### config.mk
export PLATFORM = sky130hd
export DESIGN_NAME = fp_mul_arbiter
export DESIGN_NICKNAME = d
export VERILOG_FILES = /design/src/rtl/fp_mul_arbiter.sv
export SDC_FILE = /design/constraint.sdc
export NUM_CORES = 1
export LEC_CHECK = 0
export CAP_MARGIN = 20
export CORE_MARGIN = 3
export CORE_UTILIZATION = 32
export DETAILED_ROUTE_END_ITERATION = 16
export PLACE_DENSITY_LB_ADDON = 0.12
export SLEW_MARGIN = 20
export SYNTH_ARGS = -nofsm -noshare
export SYNTH_HDL_FRONTEND = slang
export SYNTH_SLANG_ARGS = --single-unit
### constraint.sdc
create_clock -name clk -period 1.2 [get_ports clk]
set_input_delay 0.18 -clock clk [delete_from_list [all_inputs] [get_ports clk]]
set_output_delay 0.18 -clock clk [all_outputs]
set_load 0.05 [all_outputs]
### src/rtl/fp_mul_arbiter.sv
// fp_mul_arbiter: round-robin arbiter and sequencer that shares one
// strobe/ack FP32 multiplier between NUM_REQ requesters. One operation is
// in flight at a time: accept, send A, send B, wait for Z, return the
// product to the granted requester over its valid/ready response channel.
// Products pass through untouched; no arithmetic happens here.
module fp_mul_arbiter #(
  parameter int NUM_REQ = 2,
  parameter int ID_W    = 1
) (
  input  logic                    clk,
  input  logic                    reset,
  input  logic [NUM_REQ-1:0]      req_valid,
  output logic [NUM_REQ-1:0]      req_ready,
  input  logic [32*NUM_REQ-1:0]   req_a,
  input  logic [32*NUM_REQ-1:0]   req_b,
  output logic [NUM_REQ-1:0]      rsp_valid,
  input  logic [NUM_REQ-1:0]      rsp_ready,
  output logic [31:0]             rsp_data,
  output logic [31:0]             mul_a,
  output logic [31:0]             mul_b,
  output logic                    mul_a_stb,
  input  logic                    mul_a_ack,
  output logic                    mul_b_stb,
  input  logic                    mul_b_ack,
  input  logic [31:0]             mul_z,
  input  logic                    mul_z_stb,
  output logic                    mul_z_ack,
  output logic                    busy,
  output logic [ID_W-1:0]         grant_id
);

  localparam logic [2:0] S_IDLE   = 3'd0;
  localparam logic [2:0] S_SEND_A = 3'd1;
  localparam logic [2:0] S_SEND_B = 3'd2;
  localparam logic [2:0] S_WAIT_Z = 3'd3;
  localparam logic [2:0] S_RESP   = 3'd4;

  // Requester 0 wins first after reset because the search starts at last+1.
  localparam logic [ID_W-1:0] LAST_GRANT_RST = ID_W'(NUM_REQ - 1);

  logic [2:0]      state_q, state_d;
  logic [31:0]     mul_a_q, mul_a_d;
  logic [31:0]     mul_b_q, mul_b_d;
  logic [31:0]     rsp_data_q, rsp_data_d;
  logic [ID_W-1:0] grant_id_q, grant_id_d;
  logic [ID_W-1:0] last_grant_q, last_grant_d;

  logic [ID_W-1:0] sel_id;
  logic            sel_found;
  logic [31:0]     sel_a, sel_b;
  logic            rsp_fire;

  // Round-robin pick: first valid requester at or after last_grant+1, wrapping.
  always_comb begin
    // NOTE: every variable gets a default before any condition, so no path
    // leaves it unassigned and no latch is inferred.
    sel_id    = '0;
    sel_found = 1'b0;
    for (int off = 1; off <= NUM_REQ; off++) begin
      for (int i = 0; i < NUM_REQ; i++) begin
        if (!sel_found && req_valid[i] &&
            (i == (int'(last_grant_q) + off) % NUM_REQ)) begin
          sel_found = 1'b1;
          sel_id    = ID_W'(i);
        end
      end
    end
  end

  // Operand mux and per-requester handshake outputs.
  always_comb begin
    sel_a     = '0;
    sel_b     = '0;
    req_ready = '0;
    rsp_valid = '0;
    for (int i = 0; i < NUM_REQ; i++) begin
      if (sel_id == ID_W'(i)) begin
        sel_a = req_a[32*i +: 32];
        sel_b = req_b[32*i +: 32];
      end
      req_ready[i] = (state_q == S_IDLE) && sel_found && (sel_id == ID_W'(i));
      rsp_valid[i] = (state_q == S_RESP) && (grant_id_q == ID_W'(i));
    end
  end

  // Only the granted requester's rsp_ready matters; rsp_valid is one-hot.
  assign rsp_fire  = |(rsp_valid & rsp_ready);

  assign mul_a_stb = (state_q == S_SEND_A);
  assign mul_b_stb = (state_q == S_SEND_B);
  // Acked in the same cycle the strobe is seen; WAIT_Z is left at once, so
  // the ack can never last more than one cycle.
  assign mul_z_ack = (state_q == S_WAIT_Z) && mul_z_stb;
  assign busy      = (state_q != S_IDLE);
  assign mul_a     = mul_a_q;
  assign mul_b     = mul_b_q;
  assign rsp_data  = rsp_data_q;
  assign grant_id  = grant_id_q;

  // Sequencer next-state: accept, drive A then B, collect Z, hand back result.
  always_comb begin
    state_d      = state_q;
    mul_a_d      = mul_a_q;
    mul_b_d      = mul_b_q;
    rsp_data_d   = rsp_data_q;
    grant_id_d   = grant_id_q;
    last_grant_d = last_grant_q;
    case (state_q)
      S_IDLE: begin
        if (sel_found) begin
          mul_a_d    = sel_a;
          mul_b_d    = sel_b;
          grant_id_d = sel_id;
          state_d    = S_SEND_A;
        end
      end
      S_SEND_A: if (mul_a_ack) state_d = S_SEND_B;
      S_SEND_B: if (mul_b_ack) state_d = S_WAIT_Z;
      S_WAIT_Z: begin
        if (mul_z_stb) begin
          rsp_data_d = mul_z;
          state_d    = S_RESP;
        end
      end
      S_RESP: begin
        if (rsp_fire) begin
          last_grant_d = grant_id_q;
          state_d      = S_IDLE;
        end
      end
      default: state_d = S_IDLE;
    endcase
  end

  // State registers with synchronous active-high reset.
  always_ff @(posedge clk) begin
    // NOTE: non-blocking assignments so every flop samples pre-edge values.
    if (reset) begin
      state_q      <= S_IDLE;
      mul_a_q      <= '0;
      mul_b_q      <= '0;
      rsp_data_q   <= '0;
      grant_id_q   <= '0;
      last_grant_q <= LAST_GRANT_RST;
    end else begin
      state_q      <= state_d;
      mul_a_q      <= mul_a_d;
      mul_b_q      <= mul_b_d;
      rsp_data_q   <= rsp_data_d;
      grant_id_q   <= grant_id_d;
      last_grant_q <= last_grant_d;
    end
  end

endmodule

==> impl_results.md, run 1 <==
- Status: finished, violations left
- Failing checks: negative setup slack
- CP endpoint kind: primary output
- Worst Setup Start Kind: flip-flop
- Logic pwr share: 32.9%
- Routed Antenna Nets: 0
- Fill cell count: between 700 and 800
- Synth top area cells: dfxtp_1 (49%), a32oi_1 (14%), o2bb2ai_1 (12%), nand2_1 (6.1%), a21oi_1 (4.4%)
- Depth of the CTS H-tree: 3
- Max_cap viols: 0
- I/O Buffers: approximately 270
- First-pass GRT wire length: around 27,000 um
- Hold path endpoint: grant_id
- Bufs and invs on worst path: 1
- Final min period: between 1500 and 2000 ps
- FF-to-FF End: mul_a[14]
- GRT Resource Usage Total: between 20% and 30%
- Largest net degree at the start of global routing: 37
- Clock sinks: approximately 100
- Overflow after GRT: 0
- GP Congestion: between 0.7 and 0.8
- Fraction of layout cells with a size suffix above 1: between 40% and 50%
- Seq pwr share: 36.7%
- Final Hold Viols: 0
- Clk_lat worst skew: approximately 340 ps
- Die height: 119 um
- Crit path required time: approximately 1000 ps
- Area Overhead vs Synth: 130%
- Drt first pass iters: 6
- Cell area after synthesis: 4100 um^2
- Yosys top cell by area: dfxtp_1
- Worst path max stage delay: ~410 ps
- Skew final: just under 7 ps
- Final WL: ~18,000 um
- Hold Path Origin: req_valid[0]
- Worst R2R Setup Slack: -320 ps
- Initial Util: 33.4%
- Synth warn: 0
- Seq/Total Area, Yosys: between 40% and 50%
- Crit path kind: flip-flop to primary output
- Cell internal pwr: roughly 7300 uW
- Hpwl dp: 11,900 um
- Hold crit path type: input pin to flip-flop
- Root buffer selected by CTS: clkbuf_16
- Vias: approximately 4,600
- Synthesized net count: roughly 580
- Max FO, Critical Path: 5
- Max rail drop VDD: between 600 and 700 uV
- R2R Path Start: state_q[2]
- FF+latch count, synth: just over 100
- Vias per cell: 5.31
- Synth cell types: 27
- Clock slew at reported path FFs: 70 ps
- Vias in the first global route: between 4,000 and 5,000
- PwrDens: between 1000 and 1500 nW/um^2
- Nets@finish: roughly 860
- WP data arrival: ~1400 ps
- Mapped Cells: ~410
- Switch Pwr: approximately 3200 uW
- Worst r2r path cells: 6
- Final setup vio count: 106
- Slowest cell on crit path: or3b_4
- Total power: 10,500 uW
- Die area: ~14,000 um^2
- Initial antenna violation count: 0
- Crit path cell chain: or3b_4 > nor2_4 > buf_12
- Yosys top cell area share: slightly below 50%
- Slew margin rel.: between 70 and 80%
- Lkg Pwr: 0.00339 uW
- Sw Share: 30.3%
- Die width: between 100 and 150 um
- CTS max path bufs: 2
- Final setup margin: -368 ps
- Pre-CTS WS: -369 ps
- Worst slew pin tran: approximately 420 ps
- Slew Limit Fails: 0
- Total core area: ~12,000 um^2
- # diodes: 0
- Worst hold stages: 5
- DRC viols: 0
- Io pins: ~270
- CP delay by family, top: simple AND/OR/NAND/NOR gates
- Tcrit/Tclk final: 131%
- RSZ-0062 raised after global routing: yes
- Syn_area_per_cell: slightly above 10 um^2
- FMAX: about 640 MHz
- DRC violation total after the first TritonRoute iteration: ~170
- CTS tree: yes
- Cts hold-fix bufs: 0
- Clock network fraction of design power: around 30%
- FP Rows: 40
- CTS Buf Count: 9
- Routed WL per cell: roughly 20 um
registers in the layout, indices dropped and copies added (netlist names):
name,cells
grant_id,1
state_q,3
last_grant_q,1
rsp_data,32
mul_b,32
mul_a,32
stage by stage:
step | util [%] | hold slack [ps] | cells | setup TNS (ps) | cell area (um^2)
4_1_cts | 74.6 | 345 | 868 | -24270 | 9150
2_1_floorplan | - | 316 | 407 | -18510 | 4170
3_3_place_gp | 67.3 | 479 | 837 | -29020 | 8260
5_1_grt | 76.8 | 370 | 868 | -30420 | 9420
6_report | 76.8 | 355 | 868 | -24040 | 9420
3_5_place_dp | 67.3 | 485 | 837 | -31290 | 8260
kinds of logic after synthesis:
logic type      share of synthesized area [%]
compound gates                           34.3
buf+inv                                  7.05
flops                                    49.3
mux                                     0.549
simple gates                             8.76
tightest hold or removal path, stage by stage:
cell,delay (ps)
buf_2,170
a21boi_4,80
nand2_4,80
buf_4,100
a21oi_1,50
area by class of cell:
class / instances / area [um^2] / area share [%]
flip-flops and latches: 101 / 2030 / 21.6
well taps: 168 / 210 / 2.23
repair buffers: 324 / 4500 / 47.8
multi-input cells: 253 / 2320 / 24.6
clock inverters: 6 / 86.3 / 0.917
clock buffers: 10 / 239 / 2.54
inverters: 6 / 28.8 / 0.306
routing by layer:
layer	vias up	GRT usage, %	wire length (um)
met4	0	9.41	488
met5	-	0	0
li1	2146	-	-
met3	32	7.74	1590
met2	195	41.6	9290
met1	2234	27.0	6410
synth_stat cells, drive strengths merged:
cell and n:
nand2b 2, and2 1, nor3 3, nor3b 3
nand2 67, buf 26, a21oi 36, o21ai 2
o211ai 2, and3b 1, a32oi 64, clkbuf 21
dfxtp 101, nand4b 1, a21boi 1, mux4 1
inv 6, and3 1, or3b 1, o21ba 1
o2bb2ai 64, nor2 2
how the worst max path moves through the flow:
stage	from	endpoint	cells past startpoint
2_1_floorplan	state_q[0]	mul_b[16]	7
3_3_place_gp	req_valid[1]	req_ready[1]	5
3_5_place_dp	req_valid[1]	req_ready[1]	5
4_1_cts	state_q[2]	rsp_valid[0]	3
5_1_grt	state_q[2]	req_ready[0]	4
6_report	state_q[2]	rsp_valid[0]	3
layout by cell type (no fill, tap or decap), drive strengths merged, types with 5 or more instances in the layout:
master / instances
clkdlybuf4s50: 167
buf: 155
dfxtp: 101
o2bb2ai: 64
clkbuf: 10
a32oi: 64
inv: 5
a21oi: 36
nand2: 67
power groups by stage:
stage / Clock [uW] / Sequential, uW / Combinational (uW)
after floorplan: 0 / 4550 / 684
after global placement: 0 / 3910 / 3190
after detailed placement: 0 / 3920 / 3220
after CTS: 3260 / 3850 / 3410
after global routing: 3390 / 3880 / 3590
final: 3190 / 3850 / 3450
repair_timing:
item / in CTS / in global routing
endpoints found under the setup margin: 108 / 108
pin swaps: 42 / 35
endpoints found under the hold margin: 0 / 0
gates resized for setup: 95 / 80
gates cloned: 6 / 0
buffers inserted: 11 / 2
No activity file was read; power rests on OpenSTA's default activity.
==> inputs of run 2 (changes only) <==
CORE_MARGIN = 1   (was 3)
GPL_ROUTABILITY_DRIVEN = 0   (was not set)
==> run 2 against run 1 <==
The flow still finishes with violations (negative setup slack). Via count increased by 2.1%. Core utilization grew 3.6 points. Register-to-register slack got worse by 110 ps. Sequential share of layout area down 0.97 points. Setup slack worse by 62 ps. Global-route usage is 3.5 points higher. Clock skew is essentially flat. Highest routed layer unchanged.
==> impl_results.md, run 2 (same netlist as run 1, synthesis figures left out) <==
- Logic pwr share: 35.6%
- Cell internal pwr: roughly 7300 uW
- CTS tree: yes
- Most frequent cells in the layout: clkdlybuf4s50_1 (167), buf_12 (124), dfxtp_1 (97), a32oi_1 (63), o2bb2ai_2 (51)
- Bufs and invs on worst path: 3
- Max rail drop VDD: between 1000 and 1500 uV
- Cts hold-fix bufs: 0
- DRC viols: 0
- Status: finished, violations left
- Die height: ~120 um
- Max_cap viols: 0
- Io pins: roughly 270
- Slew Limit Fails: 0
- Worst path max stage delay: between 300 and 400 ps
- First-pass GRT wire length: 27,300 um
- Nets@finish: roughly 900
- Routed WL per cell: approximately 21 um
- Skew final: 7.43 ps
- Clock sinks: approximately 100
- Worst slew pin tran: about 560 ps
- WP data arrival: 1450 ps
- Depth of the CTS H-tree: 3
- Clock network fraction of design power: around 28%
- Pre-CTS WS: -434 ps
- Seq pwr share: 36.4%
- FP Rows: 40
- Max FO, Critical Path: 3
- Failing checks: negative setup slack
- CP endpoint kind: primary output
- Sw Share: 31.7%
- Die width: about 120 um
- RSZ-0062 raised after global routing: yes
- Clock slew at reported path FFs: around 70 ps
- Die area: around 13,000 um^2
- DRC violation total after the first TritonRoute iteration: roughly 200
- Hold crit path type: input pin to flip-flop
- Crit path kind: flip-flop to primary output
- Grt met1 use: between 20% and 30%
- Slew margin rel.: around 63%
- Switch Pwr: approximately 3400 uW
- Final setup margin: -431 ps
- Global route hottest layer: met2
- Routed Antenna Nets: 0
- GRT Resource Usage Total: 27.4%
- # diodes: 0
- Crit-path most repeated cell: buf_6
- CP delay by family, top: buffers and inverters
- Initial antenna violation count: 0
- PwrDens: roughly 1100 nW/um^2
- Drt first pass iters: 5
- Vias in the first global route: just over 5,000
- Largest net degree at the start of global routing: 50
- Crit path cell chain: buf_6 > nor3_4 > buf_6 > and3_4 > buf_12
- Fraction of layout cells with a size suffix above 1: a little under half
- Slowest cell on crit path: dfxtp_2
- GR Util met2: 49.3%
- Commonest non-fill, non-tap cell in the layout: clkdlybuf4s50_1
- I/O Buffers: ~270
- Worst Setup Start Kind: flip-flop
- Vias: approximately 4,700
- Hpwl dp: between 10,000 and 15,000 um
- Tcrit/Tclk final: 136%
- Clk_lat worst skew: about 350 ps
- Root buffer selected by CTS: clkbuf_16
- Final setup vio count: ~110
- Overflow after GRT: 0
- Total core area: 12,300 um^2
- FMAX: between 600 and 700 MHz
- Final min period: ~1600 ps
- Post-Route Utilization: between 80% and 90%
- Fill cell count: just under 700
- Vias per cell: roughly 5.3
- Final WL: 18,400 um
- Initial Util: ~33%
- Area Overhead vs Synth: 141%
- Met3 Use GR: 10.5%
- Final Hold Viols: 0
- CTS max path bufs: 2
- Crit path required time: ~1000 ps
- Lkg Pwr: around 0.0037 uW
- CTS Buf Count: 9
run 2: changes by cell type in the layout (fill, tap and decap cells not counted), sizes merged:
cell	before	now
buf	155	170
bufbuf	2	0
bufinv	2	1
clkbuf	10	11
inv	5	6
run 2: stage by stage:
stage	cell area, um^2	hold slack [ps]	total power [uW]	instances	TNS, ps
final	9860	388	10700	882	-38540
after global routing	9860	385	11000	882	-44800
after CTS	9650	351	10700	884	-38520
after detailed placement	8230	484	7120	835	-32860
after global placement	8230	478	7070	835	-28440
after floorplan	4170	316	5230	407	-18510
run 2: layer usage:
| layer | wire, um | part of all wire [%] |
|---|---|---|
| met1 | 6740 | 37 |
| met2 | 9360 | 51 |
| met3 | 1590 | 8.7 |
| met4 | 695 | 3.8 |
| met5 | 0 | 0 |
run 2: layout make-up:
type	count	area, um^2	share of cell area, %
Tap cell	168	210	2.13
Clock inverter	6	61.3	0.622
Timing Repair Buffer	338	4750	48.2
Sequential cell	101	2030	20.6
Multi-Input combinational cell	253	2530	25.7
Inverter	6	31.3	0.317
Clock buffer	10	239	2.42
run 2: worst paths after layout:
check	cells after the start	slack (ps)	startpoint	to
worst max-delay path	5	-430	state_q[1]	req_ready[0]
worst min-delay path	3	390	mul_z[16]	rsp_data[16]
worst max register to register	8	-430	state_q[1]	mul_b[31]
worst min register to register	2	500	rsp_data[12]	rsp_data[12]
run 2: what timing repair did:
action,in CTS,in global routing
resized for setup,126,72
buffers inserted,24,4
cloned,10,1
pin swaps,32,50
endpoints found under the setup margin,108,109
run 2: power groups by stage:
| stage | logic (uW) | registers [uW] | clock network (uW) |
|---|---|---|---|
| after global routing | 3930 | 3910 | 3200 |
| after CTS | 3750 | 3870 | 3070 |
| after global placement | 3170 | 3910 | 0 |
| after floorplan | 684 | 4550 | 0 |
| final | 3800 | 3880 | 2990 |
| after detailed placement | 3200 | 3910 | 0 |
run 2: tightest hold or removal path, delay by kind of cell:
kind	cells	cell delay, ps
AO/OA/AOI/OAI	1	50
buffers and inverters	1	410
AND/OR/NAND/NOR	1	60
